==> src/rtl/regra_disparo_pkg.sv <==
// Shared constants, FSM state type and rule-index decode helpers for the
// interval type-2 rule firing block.
package fuzzy_pkg;

    localparam int MF_W       = 8;         // membership grade width
    localparam int MF_N       = 3;         // membership functions per input
    localparam int RULE_N     = 9;         // MF_N * MF_N rules
    localparam int RULE_IDX_W = 4;         // wide enough for 0..RULE_N-1
    localparam int FOU_N      = 2 * MF_N;  // FOU operands across both inputs

    typedef enum logic [1:0] {
        ST_IDLE = 2'd0,
        ST_LOAD = 2'd1,
        ST_EVAL = 2'd2,
        ST_DONE = 2'd3
    } state_t;

    // Input-1 MF index of rule k (k = 3*i + j -> i)
    function automatic logic [1:0] mf_in1(input logic [RULE_IDX_W-1:0] k);
        logic [1:0] r;
        case (k)
            4'd0, 4'd1, 4'd2: r = 2'd0;
            4'd3, 4'd4, 4'd5: r = 2'd1;
            default:          r = 2'd2;
        endcase
        return r;
    endfunction

    // Input-2 MF index of rule k (k = 3*i + j -> j)
    function automatic logic [1:0] mf_in2(input logic [RULE_IDX_W-1:0] k);
        logic [1:0] r;
        case (k)
            4'd0, 4'd3, 4'd6: r = 2'd0;
            4'd1, 4'd4, 4'd7: r = 2'd1;
            default:          r = 2'd2;
        endcase
        return r;
    endfunction

endpackage

==> src/rtl/regra_disparo_if.sv <==
// Start request, FOU memberships, per-rule beat stream and run summary.
interface regra_disparo_if;
    import fuzzy_pkg::*;

    logic                  EN_Regras;
    logic [MF_W-1:0]       FOU_01_UP, FOU_02_UP, FOU_03_UP;
    logic [MF_W-1:0]       FOU_01_LOW, FOU_02_LOW, FOU_03_LOW;
    logic [MF_W-1:0]       FOU_04_UP, FOU_05_UP, FOU_06_UP;
    logic [MF_W-1:0]       FOU_04_LOW, FOU_05_LOW, FOU_06_LOW;
    logic [FOU_N-1:0]      Ativo_UP;

    logic [RULE_IDX_W-1:0] Regra_Idx;
    logic [MF_W-1:0]       Regra_UP;
    logic [MF_W-1:0]       Regra_LOW;
    logic                  Regra_Valid;
    logic [RULE_N-1:0]     Ativo_Regras;
    logic [RULE_IDX_W-1:0] N_Ativas;
    logic                  Erro_FOU;
    logic                  Busy;
    logic                  Done;

    modport master (
        output EN_Regras,
        output FOU_01_UP, FOU_02_UP, FOU_03_UP, FOU_01_LOW, FOU_02_LOW, FOU_03_LOW,
        output FOU_04_UP, FOU_05_UP, FOU_06_UP, FOU_04_LOW, FOU_05_LOW, FOU_06_LOW,
        output Ativo_UP,
        input  Regra_Idx, Regra_UP, Regra_LOW, Regra_Valid,
        input  Ativo_Regras, N_Ativas, Erro_FOU, Busy, Done
    );

    modport slave (
        input  EN_Regras,
        input  FOU_01_UP, FOU_02_UP, FOU_03_UP, FOU_01_LOW, FOU_02_LOW, FOU_03_LOW,
        input  FOU_04_UP, FOU_05_UP, FOU_06_UP, FOU_04_LOW, FOU_05_LOW, FOU_06_LOW,
        input  Ativo_UP,
        output Regra_Idx, Regra_UP, Regra_LOW, Regra_Valid,
        output Ativo_Regras, N_Ativas, Erro_FOU, Busy, Done
    );

endinterface

==> src/rtl/regra_disparo_fou_min.sv <==
// Unsigned two-input minimum (t-norm) on membership grades.
module fou_min
    import fuzzy_pkg::*;
(
    input  logic [MF_W-1:0] a,
    input  logic [MF_W-1:0] b,
    output logic [MF_W-1:0] y
);

    assign y = (a < b) ? a : b;

endmodule

==> src/rtl/regra_disparo.sv <==
// Rule firing sequencer: snapshots both inputs' FOU memberships, then walks
// the 9 rules one per cycle through a single shared min datapath, streaming
// per-rule strengths and committing a run summary at the end.
module regra_disparo
    import fuzzy_pkg::*;
(
    input  logic           CLK,
    input  logic           RESET,
    regra_disparo_if.slave bus
);

    state_t                state, state_nxt;
    logic [RULE_IDX_W-1:0] rule_cnt;
    logic                  last_rule;

    logic [MF_W-1:0]       up_snap  [FOU_N];
    logic [MF_W-1:0]       low_snap [FOU_N];
    logic [FOU_N-1:0]      act_snap;

    logic [2:0]            idx_a, idx_b;
    logic [MF_W-1:0]       op_up_a, op_up_b, op_low_a, op_low_b;
    logic [MF_W-1:0]       min_up, min_low;
    logic                  rule_act;

    logic [RULE_N-1:0]     acc_act;
    logic [RULE_IDX_W-1:0] acc_n;
    logic                  acc_err;

    logic [RULE_IDX_W-1:0] beat_idx_p1;
    logic [MF_W-1:0]       beat_up_p1, beat_low_p1;
    logic                  vld_p1;
    logic [RULE_N-1:0]     ativo_regras_q;
    logic [RULE_IDX_W-1:0] n_ativas_q;
    logic                  erro_fou_q;
    logic                  done_q;

    assign last_rule = (rule_cnt == RULE_IDX_W'(RULE_N - 1));

    // State register; reset forces IDLE even if a start is requested
    always_ff @(posedge CLK) begin
        if (!RESET) state <= ST_IDLE;
        else        state <= state_nxt;
    end

    // Next-state: start only from IDLE, nine EVAL beats, one DONE beat
    always_comb begin
        state_nxt = state;
        case (state)
            ST_IDLE: if (bus.EN_Regras) state_nxt = ST_LOAD;
            ST_LOAD: state_nxt = ST_EVAL;
            ST_EVAL: if (last_rule) state_nxt = ST_DONE;
            ST_DONE: state_nxt = ST_IDLE;
            default: state_nxt = ST_IDLE;
        endcase
    end

    // Snapshot of the operands; the run never looks at live inputs again
    always_ff @(posedge CLK) begin
        if (state == ST_LOAD) begin
            up_snap[0]  <= bus.FOU_01_UP;   low_snap[0] <= bus.FOU_01_LOW;
            up_snap[1]  <= bus.FOU_02_UP;   low_snap[1] <= bus.FOU_02_LOW;
            up_snap[2]  <= bus.FOU_03_UP;   low_snap[2] <= bus.FOU_03_LOW;
            up_snap[3]  <= bus.FOU_04_UP;   low_snap[3] <= bus.FOU_04_LOW;
            up_snap[4]  <= bus.FOU_05_UP;   low_snap[4] <= bus.FOU_05_LOW;
            up_snap[5]  <= bus.FOU_06_UP;   low_snap[5] <= bus.FOU_06_LOW;
            act_snap    <= bus.Ativo_UP;
        end
    end

    // Counter-indexed operand mux: input-1 MF in slots 0..2, input-2 in 3..5
    always_comb begin
        idx_a    = {1'b0, mf_in1(rule_cnt)};
        idx_b    = 3'd3 + {1'b0, mf_in2(rule_cnt)};
        op_up_a  = up_snap[idx_a];
        op_up_b  = up_snap[idx_b];
        op_low_a = low_snap[idx_a];
        op_low_b = low_snap[idx_b];
        rule_act = act_snap[idx_a] & act_snap[idx_b];
    end

    fou_min u_min_up  (.a(op_up_a),  .b(op_up_b),  .y(min_up));
    fou_min u_min_low (.a(op_low_a), .b(op_low_b), .y(min_low));

    // p0 -> p1: register the beat, accumulate the run, commit on DONE
    always_ff @(posedge CLK) begin
        if (!RESET) begin
            rule_cnt       <= '0;
            acc_act        <= '0;
            acc_n          <= '0;
            acc_err        <= 1'b0;
            beat_idx_p1    <= '0;
            beat_up_p1     <= '0;
            beat_low_p1    <= '0;
            vld_p1         <= 1'b0;
            ativo_regras_q <= '0;
            n_ativas_q     <= '0;
            erro_fou_q     <= 1'b0;
            done_q         <= 1'b0;
        end else begin
            vld_p1 <= 1'b0;
            done_q <= 1'b0;
            case (state)
                ST_LOAD: begin
                    rule_cnt <= '0;
                    acc_act  <= '0;
                    acc_n    <= '0;
                    acc_err  <= 1'b0;
                end
                ST_EVAL: begin
                    beat_idx_p1 <= rule_cnt;
                    beat_up_p1  <= rule_act ? min_up  : '0;
                    beat_low_p1 <= rule_act ? min_low : '0;
                    vld_p1      <= 1'b1;
                    acc_act     <= acc_act | ({{(RULE_N-1){1'b0}}, rule_act} << rule_cnt);
                    acc_n       <= acc_n + {{(RULE_IDX_W-1){1'b0}}, rule_act};
                    acc_err     <= acc_err | (rule_act & (min_low > min_up));
                    rule_cnt    <= rule_cnt + 1'b1;
                end
                ST_DONE: begin
                    ativo_regras_q <= acc_act;
                    n_ativas_q     <= acc_n;
                    erro_fou_q     <= acc_err;
                    done_q         <= 1'b1;
                end
                default: ;
            endcase
        end
    end

    assign bus.Regra_Idx    = beat_idx_p1;
    assign bus.Regra_UP     = beat_up_p1;
    assign bus.Regra_LOW    = beat_low_p1;
    assign bus.Regra_Valid  = vld_p1;
    assign bus.Ativo_Regras = ativo_regras_q;
    assign bus.N_Ativas     = n_ativas_q;
    assign bus.Erro_FOU     = erro_fou_q;
    assign bus.Done         = done_q;
    assign bus.Busy         = (state != ST_IDLE);

endmodule
==> src/flat_wrapper.sv <==
// flat-port wrapper written by rule: the top's interface ports become plain ports
module regra_disparo_flat import fuzzy_pkg::*;
  (CLK, RESET, bus_EN_Regras, bus_FOU_01_UP, bus_FOU_02_UP, bus_FOU_03_UP, bus_FOU_01_LOW, bus_FOU_02_LOW, bus_FOU_03_LOW, bus_FOU_04_UP, bus_FOU_05_UP, bus_FOU_06_UP, bus_FOU_04_LOW, bus_FOU_05_LOW, bus_FOU_06_LOW, bus_Ativo_UP, bus_Regra_Idx, bus_Regra_UP, bus_Regra_LOW, bus_Regra_Valid, bus_Ativo_Regras, bus_N_Ativas, bus_Erro_FOU, bus_Busy, bus_Done);
  regra_disparo_if bus_i ();
  input  logic CLK;
  input  logic RESET;
  input wire logic [$bits(bus_i.EN_Regras)-1:0] bus_EN_Regras;
  input wire logic [$bits(bus_i.FOU_01_UP)-1:0] bus_FOU_01_UP;
  input wire logic [$bits(bus_i.FOU_02_UP)-1:0] bus_FOU_02_UP;
  input wire logic [$bits(bus_i.FOU_03_UP)-1:0] bus_FOU_03_UP;
  input wire logic [$bits(bus_i.FOU_01_LOW)-1:0] bus_FOU_01_LOW;
  input wire logic [$bits(bus_i.FOU_02_LOW)-1:0] bus_FOU_02_LOW;
  input wire logic [$bits(bus_i.FOU_03_LOW)-1:0] bus_FOU_03_LOW;
  input wire logic [$bits(bus_i.FOU_04_UP)-1:0] bus_FOU_04_UP;
  input wire logic [$bits(bus_i.FOU_05_UP)-1:0] bus_FOU_05_UP;
  input wire logic [$bits(bus_i.FOU_06_UP)-1:0] bus_FOU_06_UP;
  input wire logic [$bits(bus_i.FOU_04_LOW)-1:0] bus_FOU_04_LOW;
  input wire logic [$bits(bus_i.FOU_05_LOW)-1:0] bus_FOU_05_LOW;
  input wire logic [$bits(bus_i.FOU_06_LOW)-1:0] bus_FOU_06_LOW;
  input wire logic [$bits(bus_i.Ativo_UP)-1:0] bus_Ativo_UP;
  output wire logic [$bits(bus_i.Regra_Idx)-1:0] bus_Regra_Idx;
  output wire logic [$bits(bus_i.Regra_UP)-1:0] bus_Regra_UP;
  output wire logic [$bits(bus_i.Regra_LOW)-1:0] bus_Regra_LOW;
  output wire logic [$bits(bus_i.Regra_Valid)-1:0] bus_Regra_Valid;
  output wire logic [$bits(bus_i.Ativo_Regras)-1:0] bus_Ativo_Regras;
  output wire logic [$bits(bus_i.N_Ativas)-1:0] bus_N_Ativas;
  output wire logic [$bits(bus_i.Erro_FOU)-1:0] bus_Erro_FOU;
  output wire logic [$bits(bus_i.Busy)-1:0] bus_Busy;
  output wire logic [$bits(bus_i.Done)-1:0] bus_Done;
  assign bus_i.EN_Regras = bus_EN_Regras;
  assign bus_i.FOU_01_UP = bus_FOU_01_UP;
  assign bus_i.FOU_02_UP = bus_FOU_02_UP;
  assign bus_i.FOU_03_UP = bus_FOU_03_UP;
  assign bus_i.FOU_01_LOW = bus_FOU_01_LOW;
  assign bus_i.FOU_02_LOW = bus_FOU_02_LOW;
  assign bus_i.FOU_03_LOW = bus_FOU_03_LOW;
  assign bus_i.FOU_04_UP = bus_FOU_04_UP;
  assign bus_i.FOU_05_UP = bus_FOU_05_UP;
  assign bus_i.FOU_06_UP = bus_FOU_06_UP;
  assign bus_i.FOU_04_LOW = bus_FOU_04_LOW;
  assign bus_i.FOU_05_LOW = bus_FOU_05_LOW;
  assign bus_i.FOU_06_LOW = bus_FOU_06_LOW;
  assign bus_i.Ativo_UP = bus_Ativo_UP;
  assign bus_Regra_Idx = bus_i.Regra_Idx;
  assign bus_Regra_UP = bus_i.Regra_UP;
  assign bus_Regra_LOW = bus_i.Regra_LOW;
  assign bus_Regra_Valid = bus_i.Regra_Valid;
  assign bus_Ativo_Regras = bus_i.Ativo_Regras;
  assign bus_N_Ativas = bus_i.N_Ativas;
  assign bus_Erro_FOU = bus_i.Erro_FOU;
  assign bus_Busy = bus_i.Busy;
  assign bus_Done = bus_i.Done;
  regra_disparo u_core (.CLK(CLK), .RESET(RESET), .bus(bus_i));
endmodule
==> config.mk <==
export PLATFORM = sky130hd
export DESIGN_NAME = regra_disparo_flat
export DESIGN_NICKNAME = d
export VERILOG_FILES = /design/src/rtl/regra_disparo_pkg.sv /design/src/rtl/regra_disparo_if.sv /design/src/rtl/regra_disparo_fou_min.sv /design/src/rtl/regra_disparo.sv /design/src/flat_wrapper.sv
export SDC_FILE = /design/constraint.sdc
export NUM_CORES = 1
export LEC_CHECK = 0
export CAP_MARGIN = 20
export CELL_PAD_IN_SITES_DETAIL_PLACEMENT = 1
export CELL_PAD_IN_SITES_GLOBAL_PLACEMENT = 1
export CORE_UTILIZATION = 37
export DETAILED_ROUTE_END_ITERATION = 8
export HOLD_SLACK_MARGIN = 0.15
export PLACE_DENSITY_LB_ADDON = 0.1
export SLEW_MARGIN = 20
export SYNTH_ARGS = -nofsm -noshare
export SYNTH_HDL_FRONTEND = slang
export SYNTH_SLANG_ARGS = --single-unit
==> constraint.sdc <==
create_clock -name CLK -period 5.3 [get_ports CLK]
set_input_delay 1.06 -clock CLK [delete_from_list [all_inputs] [get_ports CLK]]
set_output_delay 1.06 -clock CLK [all_outputs]
set_load 0.05 [all_outputs]
## Word-level counts from Yosys, hierarchy flattened

Memory sizes are Yosys's and may differ from the RTL's.
Cells that the tools add are included.

- Add/sub/neg operators: 3
- Multiply operators: 0
- Divide/modulo/power cells: 0
- Order comparisons: 5
- Equal/unequal tests: 13
- Shifts and indexed selects: 1
- Mux-type cells: 21
- Bitwise gates (word level): 4
- Reduce and logical (&&, ||, !) cells: 9

Operator list:

| operator | count |
|---|---|
| $mux 8 | 4 |
| $pmux 9 s2 | 1 |
| $eq 4x3->1 const B | 4 |
| $lt 8x8->1 | 2 |
| $pmux 4 s2 | 2 |
| $reduce_or 3->1 | 4 |
| $or 9x9->9 | 1 |
| $shl 1x4->9 | 1 |
| $eq 4x2->1 const B | 2 |
| $gt 8x8->1 | 1 |
| $pmux 2 s2 | 2 |
| $pmux 2 s4 | 1 |
| $mux 1 | 6 |
| $add 4x1->4 | 1 |
| $add 4x1->4 const B | 1 |
| $eq 2x2->1 const B | 2 |
| $eq 4x1->1 const B | 1 |
| $eq 4x4->1 const B | 1 |
| $logic_not 4->1 | 1 |
| $lt 2x4->1 const B | 1 |
| $lt 3x4->1 const B | 1 |
| $mux 2 | 2 |
| $reduce_bool 2->1 | 2 |
| $add 2x2->3 const A | 1 |
| 10 further kinds | 11 |

- Register bits: 62
- Bits in latches: 0
- Bits in writable memories: 96
- ROM bits: 0
- Input port bits: 105
- Output and inout bits: 37
- Word-level logic and storage cells: 72
- Memories kept: 2

Memories:

| memory | depth | bits a word | read ports | clocked after memory_dff | write ports | RTL line | text |
|---|---|---|---|---|---|---|---|
| u_core.low_snap | 6 | 8 | 2 | 0 | 6 | regra_disparo.sv:17 | `logic [MF_W-1:0] low_snap [FOU_N];` |
| u_core.up_snap | 6 | 8 | 2 | 0 | 6 | regra_disparo.sv:16 | `logic [MF_W-1:0] up_snap [FOU_N];` |

## Depth between registers and ports, before layout

Gate-level depths: netlist of run 1.
An unclocked memory read counts as a cell.

- Depth in word-level cells: 11
- Gate-level depth with buffers: 25
- Mapped depth without buffers: 23

## By module

Synthesis of run 1 repeated with hierarchy kept, for this count alone.

- Cells, all modules: 544
- Area total of the unflattened synthesis: 6944.2 µm²

Modules (own cells, without submodules):

| module | instances | cells an instance | area an instance (µm²) | sequential area each (µm²) |
|---|---|---|---|---|
| regra_disparo | 1 | 480 | 6388.6 | 4184.0 |
| fou_min | 2 | 32 | 277.8 | 0.0 |

## Worst setup path after synthesis of run 1

OpenSTA, ideal clock, no wires.

- Kind: flip-flop to flip-flop
- From: reg u_core.rule_cnt[0]
- To: reg u_core.acc_err
- Setup time: 128 ps
- Data arrival time: 4941 ps
- Data required time: 5172 ps
- Setup slack: 232 ps
- Cell stages (with the launch flop): 25
- Path buffers: 2
- Clock period less this slack: 5068 ps
- Cells stage by stage: dfxtp_1 clkbuf_1 inv_1 ha_1 nor2_1 mux2i_1 nor2_1 clkbuf_1 nand2_1 o21ai_0 inv_1 ha_1 a21o_1 a221o_1 a21oi_1 nor3b_1 a32oi_4 mux2_4 ha_1 a21o_1 a21o_1 a21oi_1 o21ai_0 a31oi_1 nor2_1

- Longest elaborated chain between the ends: 11
- Elaborated cells on any way between the ends: 30
- Classes of those cells: add/sub (1); order compare (3); eq/ne (7); mux (9); bitwise (3); reduce/logical (5); memory (2)

Ends and longest elaborated chain:

| what | RTL line | text |
|---|---|---|
| start, declared | regra_disparo.sv:13 | `logic [RULE_IDX_W-1:0] rule_cnt;` |
| start signal, assigned | regra_disparo.sv:117 | `rule_cnt <= rule_cnt + 1'b1;` |
| $eq 4x1->1 (tied with other cells) | regra_disparo_pkg.sv:21, regra_disparo_pkg.sv:32 |  |
| $reduce_or 3->1 | regra_disparo_pkg.sv:32 | `case (k)` |
| $pmux 2 s2 | regra_disparo_pkg.sv:32 |  |
| $add 2x2->3 | regra_disparo.sv:73 | `idx_b = 3'd3 + {1'b0, mf_in2(rule_cnt)};` |
| $mem_v2 6x8, on equally long branches | - |  |
| $lt 8x8->1 | regra_disparo_fou_min.sv:10 | `assign y = (a < b) ? a : b;` |
| $mux 8 | regra_disparo_fou_min.sv:10 |  |
| $gt 8x8->1 | regra_disparo.sv:116 | `acc_err <= acc_err \| (rule_act & (min_low > min_up));` |
| $and 1x1->1 (*) | regra_disparo.sv:116 |  |
| $or 1x1->1 (*) | regra_disparo.sv:116 |  |
| $pmux 1 s2 (*) | regra_disparo.sv:102 | `case (state)` |
| end signal, assigned | regra_disparo.sv:116 |  |
| end, declared | regra_disparo.sv:27 | `logic acc_err;` |

Mark *: on every way between the ends. The rest lies on a longest branch, timed or not. The select of a mux whose other input is x is not followed.
A chain may end at the register's enable or synchronous reset.

## Worst setup path after layout of run 1

Ends and elaborated chain as after synthesis.

==> results of run 1 <==
-- registers in the layout, summed over array words and instances (netlist names) --
| register | flops |
|---|---|
| u_core.bus.N_Ativas | 4 |
| u_core.low_snap | 48 |
| u_core.bus.Regra_Valid | 1 |
| u_core.act_snap | 6 |
| u_core.bus.Regra_UP | 8 |
| u_core.rule_cnt | 4 |
| u_core.bus.Regra_Idx | 4 |
| u_core.bus.Done | 1 |
| u_core.bus.Erro_FOU | 1 |
| u_core.up_snap | 48 |
| u_core.acc_n | 4 |
| u_core.state | 2 |
| u_core.bus.Regra_LOW | 8 |
| u_core.acc_err | 1 |
| u_core.acc_act | 9 |
| u_core.bus.Ativo_Regras | 9 |
-- through the flow --
step | instances | area (um2) | hold WS, ns
CTS | 908 | 9080 | 0.459
finish | 910 | 9150 | 0.456
detailed placement | 876 | 8450 | 0.450
floorplan | 519 | 6720 | 0.437
global route | 910 | 9150 | 0.477
global placement | 876 | 8450 | 0.444
-- worst reg2reg max path, stage by stage, from the launching register on --
cell and delay, ns:
dfxtp_1 0.43, inv_1 0.14, ha_2 0.26, nor2_4 0.14
mux2i_2 0.31, nor2_4 0.10, buf_4 0.25, o21ai_0 0.42
inv_1 0.10, ha_1 0.19, a21o_1 0.17, a21oi_1 0.24
o21ai_1 0.19, o21a_1 0.27, o31ai_4 0.12, mux2i_4 0.35
ha_1 0.29, a21o_1 0.19, a21o_1 0.17, a21oi_1 0.13
o21ai_0 0.12, a31oi_1 0.20, nor2_1 0.06
-- report_power, final --
| part | internal (W) | switching [W] |
|---|---|---|
| Clock | 0.000740 | 0.000513 |
| Sequential | 0.00167 | 0.0000899 |
| Combinational | 0.000764 | 0.00116 |
| Total | 0.00318 | 0.00176 |
-- per-layer routing --
layer  part of all wire, %  routed length (um)
met5                     0                   0
met4                   1.8                 307
met3                   6.3                1090
met2                    49                8510
met1                    43                7530
-- repair_timing --
item / CTS / global route
gates resized for setup: 6 / 18
pin swaps: 0 / 3
endpoints found under the hold margin: 0 / 0
endpoints found under the setup margin: 1 / 1
setup buffers: 0 / 2
-- placed cells by master, fill, tap and decap left out, types with 4 or more instances in the layout --
cell,instances
clkdlybuf4s50_1,141
nor2_1,37
o21ai_1,15
a22o_1,8
o21ai_0,12
and2_1,5
mux2_4,7
mux2i_2,4
a21o_1,5
mux2i_1,55
nand3_1,5
nand2_1,29
ha_1,31
a21oi_1,27
nand4_1,4
a41oi_1,5
buf_4,13
clkbuf_16,21
edfxtp_1,102
dfxtp_1,55
nor2b_1,19
inv_1,25
-- area by class of cell --
cell class,instances,area share (%)
Sequential cell,158,45.7
Multi-Input combinational cell,316,26.9
Clock buffer,23,6.04
Tap cell,225,3.08
Inverter,25,1.03
Timing Repair Buffer,154,16.5
Clock inverter,9,0.711
-- cell families (layout without fill, tap and decap cells) --
group | Yosys count | after routing | share of synthesized area, %
xor gates and xnor gates | 4 | 4 | 0.521
muxes | 68 | 68 | 10.7
adders and majority gates | 33 | 33 | 6.14
buffers and inverters | 45 | 211 | 2.59
DFF | 158 | 158 | 62.3
and+or+nand+nor | 116 | 116 | 8.42
AOI/OAI and AO/OA | 95 | 95 | 9.40
-- worst max path at each step --
stage / startpoint / end / slack [ns] / depth (start not counted)
2_1_floorplan: u_core.rule_cnt[0] / u_core.acc_err / 0.23 / 24
3_3_place_gp: u_core.rule_cnt[1] / u_core.acc_err / 0.13 / 22
3_5_place_dp: u_core.rule_cnt[1] / u_core.acc_err / -0.17 / 21
4_1_cts: u_core.rule_cnt[1] / u_core.acc_err / 0.03 / 21
5_1_grt: u_core.rule_cnt[1] / u_core.acc_err / 0.006 / 22
6_report: u_core.rule_cnt[0] / u_core.acc_err / 0.34 / 22
==> flow_summary.json, run 1 <==
{
  "clock_skew_ns": 0.0108,
  "final.period_utilization_pct": 93.7,
  "start_kind": "flop",
  "cts_max_level": 4,
  "dp_slack_ns": -0.174,
  "worst_slack_ns": 0.335,
  "viasPerCell": 5.04,
  "cts_tree": "yes",
  "tightest_slew_ns": 0.848,
  "grt_pass1_wl_mm": 27.1,
  "whs_path_depth": 2,
  "core-area_um2": 17500,
  "met3_usage_pct": 5.67,
  "syn_nets": 657,
  "seqCellArea_um2": 4190,
  "status": "completed",
  "drc": 0,
  "async_reset_ff_share_pct": 0,
  "numCtsBuffers": 17,
  "path_clk_slew_ns": 0.06,
  "synth_largest_area_cell": "edfxtp_1",
  "final_nets": 810,
  "crit_family": "compound AO/OA/AOI/OAI gates",
  "synth_edf_count": 102,
  "clock_latency_ns": 0.44,
  "grt_pass1_vias": 4916,
  "hp-start": "u_core.bus.Regra_UP[4]",
  "r2r_setup_slack_ns": 0.34,
  "n_fill_cell": 1795,
  "area_delta_synth_final_pct": 36.2,
  "antenna_found_initial": 0,
  "cts-root-buf": "clkbuf_16",
  "dr_total_vias": 4583,
  "p_leak_nw": 3.31,
  "yosysSeqAreaShare_pct": 62.3,
  "grt.total_usage_pct": 20.1,
  "yosysWarnings": 0,
  "irDropWorstVdd_v": 0.000420,
  "grt-ovfl-total": 0,
  "post-route-min-period_ns": 4.96,
  "crit_buf_inv": 3,
  "critPathMaxStageDelay_ns": 0.43,
  "io_pins": 142,
  "fin_setup_tns_ns": 0,
  "reg2reg_from": "u_core.rule_cnt[0]",
  "routed_wl_mm": 17.4,
  "yosysUniqueCellTypes": 49,
  "drv_slew": 0,
  "initial_core_util_pct": 38.3,
  "dp_hpwl_mm": 12.7,
  "ant_nets": 0,
  "synth_cells": 519,
  "ff2ff_path_depth": 22,
  "chipWidth_um": 137,
  "grt_busiest_layer": "met2",
  "drive_gt1_share_pct": 11.2,
  "arrival_ns": 5.25,
  "crit_chain": "inv_1 > ha_2 > nor2_4 > mux2i_2 > nor2_4 > buf_4 > o21ai_0 > inv_1 > ha_1 > a21o_1 > a21oi_1 > o21ai_1 > o21a_1 > o31ai_4 > mux2i_4 > ha_1 > a21o_1 > a21o_1 > a21oi_1 > o21ai_0 > a31oi_1 > nor2_1",
  "slew_headroom_pct": 43.3,
  "grt_max_degree": 53,
  "crit_required_ns": 5.59,
  "dieArea_um2": 18700,
  "multiInputGateArea_um2": 2460,
  "avgRoutedWirePerCell_um": 19.2,
  "netlist_area_um2": 6720,
  "io_buffers": 141,
  "critical_path_class": "reg -> reg",
  "maxCapViolations": 0,
  "use_met2_pct": 32.7,
  "synth_top_cells_by_count": "edfxtp_1 (102), mux2i_1 (60), dfxtp_1 (56), nor2_1 (40), ha_1 (33)",
  "num_antenna_cells": 0,
  "drtIter0Drc": 245,
  "utilization_pct": 52.2,
  "synthTopCellsByArea": "edfxtp_1 (46%), dfxtp_1 (17%), mux2i_1 (8.9%)",
  "crit_top_cell": "a21o_1",
  "clkSinkCount": 158,
  "hold_end": "u_core.bus.Regra_UP[4]",
  "avgSynthCellArea_um2": 12.9,
  "grt_setup_unrepaired": "no",
  "cts_hold_buf": 0,
  "hp-class": "reg -> reg",
  "finalSetupViolations": 0,
  "crit_slowest_cell": "dfxtp_1",
  "ys.flop_type": "edfxtp_1",
  "rows": 48,
  "power_w": 0.00494,
  "fmax_ghz": 0.201,
  "synth-seq-cells": 158,
  "gr-usage-met1_pct": 25.2,
  "clockBufferDepth": 2,
  "globalplace.congestion": 0.832,
  "chipHeight_um": 137,
  "netlist.area_leader.share_pct": 45.6,
  "path_max_fanout": 18,
  "yosysMostFrequentCell": "edfxtp_1",
  "powerDensity_nw_per_um2": 540,
  "finalHoldViolations": 0,
  "drt-pass1-iter-count": 4,
  "cp-end-kind": "flop",
  "r2r_end": "u_core.acc_err"
}
Power figures use the tool's default switching activity.
==> run 2: changes to the inputs <==
--- a/config.mk
+++ b/config.mk
@@ -10,8 +10,9 @@
 export CELL_PAD_IN_SITES_GLOBAL_PLACEMENT = 1
 export CORE_UTILIZATION = 37
 export DETAILED_ROUTE_END_ITERATION = 8
-export HOLD_SLACK_MARGIN = 0.15
+export HOLD_SLACK_MARGIN = 0.02
 export PLACE_DENSITY_LB_ADDON = 0.1
+export SKIP_LAST_GASP = 1
 export SLEW_MARGIN = 20
 export SYNTH_ARGS = -nofsm -noshare
 export SYNTH_HDL_FRONTEND = slang
==> results of run 2 <==
Same layout as run 1: the final DEF is identical, and so are final timing and power.
